==> src/rtl/serial_adder_pkg.sv <==
// rtl/serial_adder_pkg.sv - shared state encodings and helpers for the bit-serial adder
//
// Purpose: state type used by serial_adder's control FSM, plus a constant
//          ceil(log2) helper used to size the bit counter.
// Ports:   none (package).

package serial_adder_pkg;

  typedef enum logic [1:0] {
    ST_IDLE  = 2'd0,
    ST_SHIFT = 2'd1,
    ST_DONE  = 2'd2
  } state_t;

  // ceil(log2(value)); returns 0 for value <= 1.
  function automatic int clog2(input int value);
    int r;
    int v;
    r = 0;
    v = value - 1;
    while (v > 0) begin
      r = r + 1;
      v = v >> 1;
    end
    return r;
  endfunction

endpackage

==> src/rtl/serial_fa_bit.sv <==
// rtl/serial_fa_bit.sv - combinational 1-bit full adder cell
//
// Purpose: single full-adder cell reused bit-serially by serial_adder.
// Ports:
//   x, y, z : addend bits and carry-in
//   s       : sum bit     (x ^ y ^ z)
//   c       : carry out   (majority of x, y, z)

module serial_fa_bit (
  input  logic x,
  input  logic y,
  input  logic z,
  output logic s,
  output logic c
);

  assign s = x ^ y ^ z;
  assign c = (x & y) | (x & z) | (y & z);

endmodule

==> src/rtl/serial_adder.sv <==
// rtl/serial_adder.sv - bit-serial WIDTH-bit adder, LSB first, one bit per clock
//
// Purpose: samples a, b, cin on start, adds them one bit per clock through a
//          single full-adder cell and a carry flop, then presents the
//          registered sum/cout with a one-cycle done pulse.
// Ports:
//   clk   : rising-edge clock
//   rst   : synchronous active-high reset
//   start : accept a, b, cin and begin an addition (honoured in IDLE and DONE)
//   a, b  : WIDTH-bit operands
//   cin   : carry into bit 0
//   busy  : high while bits are being shifted through the adder
//   done  : one-cycle pulse when sum/cout are updated
//   sum   : registered (a + b + cin) mod 2^WIDTH, held until next completion
//   cout  : registered carry out of bit WIDTH-1

module serial_adder
  import serial_adder_pkg::*;
#(
  parameter int WIDTH = 8
) (
  input  logic             clk,
  input  logic             rst,
  input  logic             start,
  input  logic [WIDTH-1:0] a,
  input  logic [WIDTH-1:0] b,
  input  logic             cin,
  output logic             busy,
  output logic             done,
  output logic [WIDTH-1:0] sum,
  output logic             cout
);

  // One extra counter bit so the count never wraps, even at WIDTH = 32.
  localparam int                CNT_W    = clog2(WIDTH) + 1;
  localparam logic [CNT_W-1:0]  LAST_BIT = CNT_W'(WIDTH - 1);

  state_t             state_q, state_d;
  logic [WIDTH-1:0]   a_sr_q, a_sr_d;
  logic [WIDTH-1:0]   b_sr_q, b_sr_d;
  logic [WIDTH-1:0]   res_sr_q, res_sr_d;
  logic [WIDTH-1:0]   sum_q, sum_d;
  logic [CNT_W-1:0]   cnt_q, cnt_d;
  logic               carry_q, carry_d;
  logic               cout_q, cout_d;
  logic               busy_q, busy_d;
  logic               done_q, done_d;

  logic               fa_s;
  logic               fa_c;

  serial_fa_bit u_fa (
    .x (a_sr_q[0]),
    .y (b_sr_q[0]),
    .z (carry_q),
    .s (fa_s),
    .c (fa_c)
  );

  always_comb begin
    state_d  = state_q;
    a_sr_d   = a_sr_q;
    b_sr_d   = b_sr_q;
    res_sr_d = res_sr_q;
    sum_d    = sum_q;
    cnt_d    = cnt_q;
    carry_d  = carry_q;
    cout_d   = cout_q;
    busy_d   = busy_q;
    done_d   = 1'b0;

    unique case (state_q)
      ST_IDLE, ST_DONE: begin
        if (start) begin
          a_sr_d   = a;
          b_sr_d   = b;
          res_sr_d = '0;
          carry_d  = cin;
          cnt_d    = '0;
          busy_d   = 1'b1;
          state_d  = ST_SHIFT;
        end else begin
          state_d  = ST_IDLE;
        end
      end

      ST_SHIFT: begin
        a_sr_d   = a_sr_q >> 1;
        b_sr_d   = b_sr_q >> 1;
        // Sum bits enter at the MSB so after WIDTH shifts bit 0 lines up.
        res_sr_d = WIDTH'({fa_s, res_sr_q} >> 1);
        carry_d  = fa_c;
        cnt_d    = cnt_q + CNT_W'(1);
        if (cnt_q == LAST_BIT) begin
          sum_d   = res_sr_d;
          cout_d  = fa_c;
          done_d  = 1'b1;
          busy_d  = 1'b0;
          state_d = ST_DONE;
        end
      end

      default: begin
        state_d = ST_IDLE;
        busy_d  = 1'b0;
      end
    endcase
  end

  always_ff @(posedge clk) begin
    if (rst) begin
      state_q  <= ST_IDLE;
      a_sr_q   <= '0;
      b_sr_q   <= '0;
      res_sr_q <= '0;
      sum_q    <= '0;
      cnt_q    <= '0;
      carry_q  <= 1'b0;
      cout_q   <= 1'b0;
      busy_q   <= 1'b0;
      done_q   <= 1'b0;
    end else begin
      state_q  <= state_d;
      a_sr_q   <= a_sr_d;
      b_sr_q   <= b_sr_d;
      res_sr_q <= res_sr_d;
      sum_q    <= sum_d;
      cnt_q    <= cnt_d;
      carry_q  <= carry_d;
      cout_q   <= cout_d;
      busy_q   <= busy_d;
      done_q   <= done_d;
    end
  end

  assign busy = busy_q;
  assign done = done_q;
  assign sum  = sum_q;
  assign cout = cout_q;

endmodule

==> config.mk <==
export PLATFORM = sky130hd
export DESIGN_NAME = serial_adder
export DESIGN_NICKNAME = d
export VERILOG_FILES = /design/src/rtl/serial_adder_pkg.sv /design/src/rtl/serial_fa_bit.sv /design/src/rtl/serial_adder.sv
export SDC_FILE = /design/constraint.sdc
export NUM_CORES = 1
export LEC_CHECK = 0
export ABC_AREA = 1
export CAP_MARGIN = 20
export CORE_MARGIN = 1.5
export CORE_UTILIZATION = 52
export DETAILED_ROUTE_END_ITERATION = 10
export PLACE_DENSITY = 0.82
export SYNTH_ARGS = -nofsm -noshare
export SYNTH_HDL_FRONTEND = slang
export SYNTH_SLANG_ARGS = --single-unit
==> constraint.sdc <==
create_clock -name clk -period 1.6 [get_ports clk]
set_clock_uncertainty 0.05 [all_clocks]
set_input_delay 0.16 -clock clk [delete_from_list [all_inputs] [get_ports clk]]
set_output_delay 0.16 -clock clk [all_outputs]
set_load 0.05 [all_outputs]
==> impl_metrics.csv <==
group,metric,value,unit
cells_and_area,drive_above_1_share,12.1,%
floorplan,chipWidth,62.3,um
yosys,synthesis.nets,266,
grt,grt_use_total,20.4,%
yosys,synth_area,0.00183,mm2
yosys,yosysSeqAreaShare,44.9,%
sta,rsz0062_at_grt,"false",
floorplan,start_util,54.4,%
grt,first_global_vias,1503,
cts,insertion_delay,0.34,ns
yosys,synthCells,244,
cells_and_area,antennaDiodeCount,0,
drt,via_per_inst,5.24,
pwr,power,0.00188,W
sta,relSlewSlack,62.2,%
setup_path,r2r-end,"sum[0]",
sta,setup_violations,0,
drt,drtPass1Iterations,5,
pwr,irDropWorstVdd,0.676,mV
drt,via_count,1665,
setup_path,slowest_delay,0.41,ns
placed_design,place_hpwl,2460,um
cells_and_area,area_growth,18.7,%
cts,clock_sinks,41,
setup_path,worstPathRequired,1.80,ns
grt,grt_max_degree,30,
setup_path,cp-start-kind,"register",
setup_path,worstRegToRegCells,7,
sta,min_period,1.36,ns
cts,ctsLongestPathBuffers,2,
drt,drcViolationCount,0,
placed_design,dpl_cell_area,0.00211,mm2
cells_and_area,n_fill_cell,317,
min_path,hold_path_class,"in -> reg",
sta,finalHoldWorstSlack,0.313,ns
drt,drtIter0Drc,154,
yosys,ys_warn_count,0,
sta,hold_viol,0,
sta,finalMaxSlewViolations,0,
setup_path,endpoint,"sum[0]",
pwr,p_leak,0.914,nW
drt,ant_nets,0,
floorplan,io_pins,31,
setup_path,criticalPathCategory,"reg -> reg",
grt,antenna_found_initial,0,
floorplan,dieArea,0.00388,mm2
setup_path,r2r-start,"cnt_q[0]",
yosys,ys_ff_latch,41,
setup_path,cp.arrival,1.56,ns
job,maxCapViolCount,0,
cts,path_clk_slew,0.11,ns
setup_path,reg2reg_slack,0.24,ns
setup_path,cp-startpoint,"cnt_q[0]",
sta,tightest_slew,0.566,ns
drt,routed_wirelength,3770,um
cts,cts_made_buffers,5,
cts,cts_tree,"yes",
yosys,synthTopCellsByArea,"dfxtp_1, nand3_1, nand2_1, a21oi_1, inv_1",
grt,grt_pass1_wl,6470,um
floorplan,fp.dieH,62.3,um
sta,fin_setup_tns,0,ns
floorplan,num_rows,21,
cts,cts_setup_buffers,0,
sta,final.period_utilization,85.1,%
setup_path,crit_chain,"ha_1 -> nand2_1 -> nor2_1 -> buf_4 -> nand3_1 -> nand2_1 -> nor2_1",
grt,grt.overflow.total,0,
cts,cts_hold_buf,0,
cells_and_area,design_area,0.00217,mm2
floorplan,core-area,0.00336,mm2
outcome,status,"finished, final reports clean",
yosys,netlist-cell-type-count,21,
yosys,syn_area_per_cell,7.49,um2
drt,wire_per_inst,11.8,um
setup_path,path_max_fanout,10,
pwr,power.density,865,mW/mm2
cts,cts.htree.levels,2,
placed_design,port-buffer-count,30,
setup_path,end_kind,"register",
yosys,yosysTopAreaCell,"dfxtp_1",
sta,max_freq,735,MHz
placed_design,place.gp.congestion,0.799,
cells_and_area,nets,294,
setup_path,slowest_stage,"dfxtp_1",
cts,clockRootBuffer,"clkbuf_4",
yosys,synth.top_cell.area_share,44.9,%
[report_power, final]
part	total (W)	leakage (nW)	switching [W]	internal, W
logic	0.000273	0.549	0.000158	0.000115
clock network	0.000519	0.0314	0.000311	0.000208
registers	0.00109	0.334	0.0000252	0.00106
total	0.00188	0.914	0.000495	0.00138
[cell families (layout without fill, tap and decap cells)]
| group | after synthesis | in the layout | share of synthesized area, % |
|---|---|---|---|
| AO/OA/AOI/OAI | 35 | 35 | 9.72 |
| adder cells (fa/ha/maj) | 2 | 2 | 1.78 |
| buffers and inverters | 40 | 68 | 11.1 |
| flip-flops | 41 | 41 | 44.9 |
| AND/OR/NAND/NOR | 126 | 126 | 32.5 |
[repair_timing]
item	CTS	global route
endpoints found under the hold margin	0	0
endpoints found under the setup margin	0	8
gates resized for setup	0	1
[final cells by class]
cell class / instances / area, um2 / share of cell area (%)
Timing Repair Buffer: 40 / 348 / 16.0
Multi-Input combinational cell: 163 / 807 / 37.2
Clock buffer: 7 / 55.1 / 2.54
Tap cell: 46 / 57.6 / 2.65
Inverter: 21 / 81.3 / 3.75
Sequential cell: 41 / 821 / 37.8
[worst min path at each step]
stage	from	endpoint	depth (start not counted)
floorplan	a[7]	a_sr_q[7]	2
global placement	sum[4]	sum[4]	2
detailed placement	sum[4]	sum[4]	2
CTS	b[7]	b_sr_q[7]	3
global route	b[7]	b_sr_q[7]	3
finish	b[7]	b_sr_q[7]	3
[worst max-delay path: cells and delay by family, from the launching register on]
family                   cells  cell delay, ns
adder cells (fa/ha/maj)      1            0.19
buffers and inverters        1            0.20
flip-flops                   1            0.41
AND/OR/NAND/NOR              5            0.42
[synth_stat cells]
library cell	instances
o21a_1	1
nand4_1	8
nor2_1	7
clkbuf_1	1
nor2_4	1
a21oi_1	30
nand2_1	41
inv_2	1
inv_4	1
buf_2	7
inv_1	19
fa_1	1
dfxtp_1	41
nand2_2	1
buf_1	3
nand2_4	1
o21ai_0	4
nand3_1	67
ha_1	1
buf_6	3
buf_4	5
[through the flow]
stage               cells  setup slack (ns)  utilization, %
finish                318             0.239            64.5
global route          318            0.0241            64.5
CTS                   318             0.177            64.4
floorplan             244             0.394               -
global placement      311             0.179            62.8
detailed placement    311             0.141            62.8
[metal layers]
metal  up-vias  track usage (%)  wire, um
met5         -                0         0
met4         0             8.33        51
met3         7             4.89       166
li1        869                -         -
met2        35             32.2      1700
met1       754             27.1      1850
[flip-flops by register name, summed over array words and instances (netlist names)]
register  cells
carry_q       1
state_q       2
b_sr_q        8
cnt_q         4
sum           8
busy          1
cout          1
a_sr_q        8
res_sr_q      7
done          1
[placed cells by master, fill, tap and decap left out]
cell / instances
nand2_2: 2
clkbuf_4: 5
inv_4: 1
nor2_1: 7
o21a_1: 1
dfxtp_1: 41
nand4_1: 8
inv_2: 1
buf_4: 21
clkbuf_8: 1
a21oi_1: 30
nand2_1: 40
o21ai_0: 4
nand2_4: 1
clkbuf_1: 1
ha_1: 1
nor2_4: 1
nand3_1: 67
inv_1: 19
clkdlybuf4s50_1: 19
fa_1: 1
(Power assumes the default switching activity.)
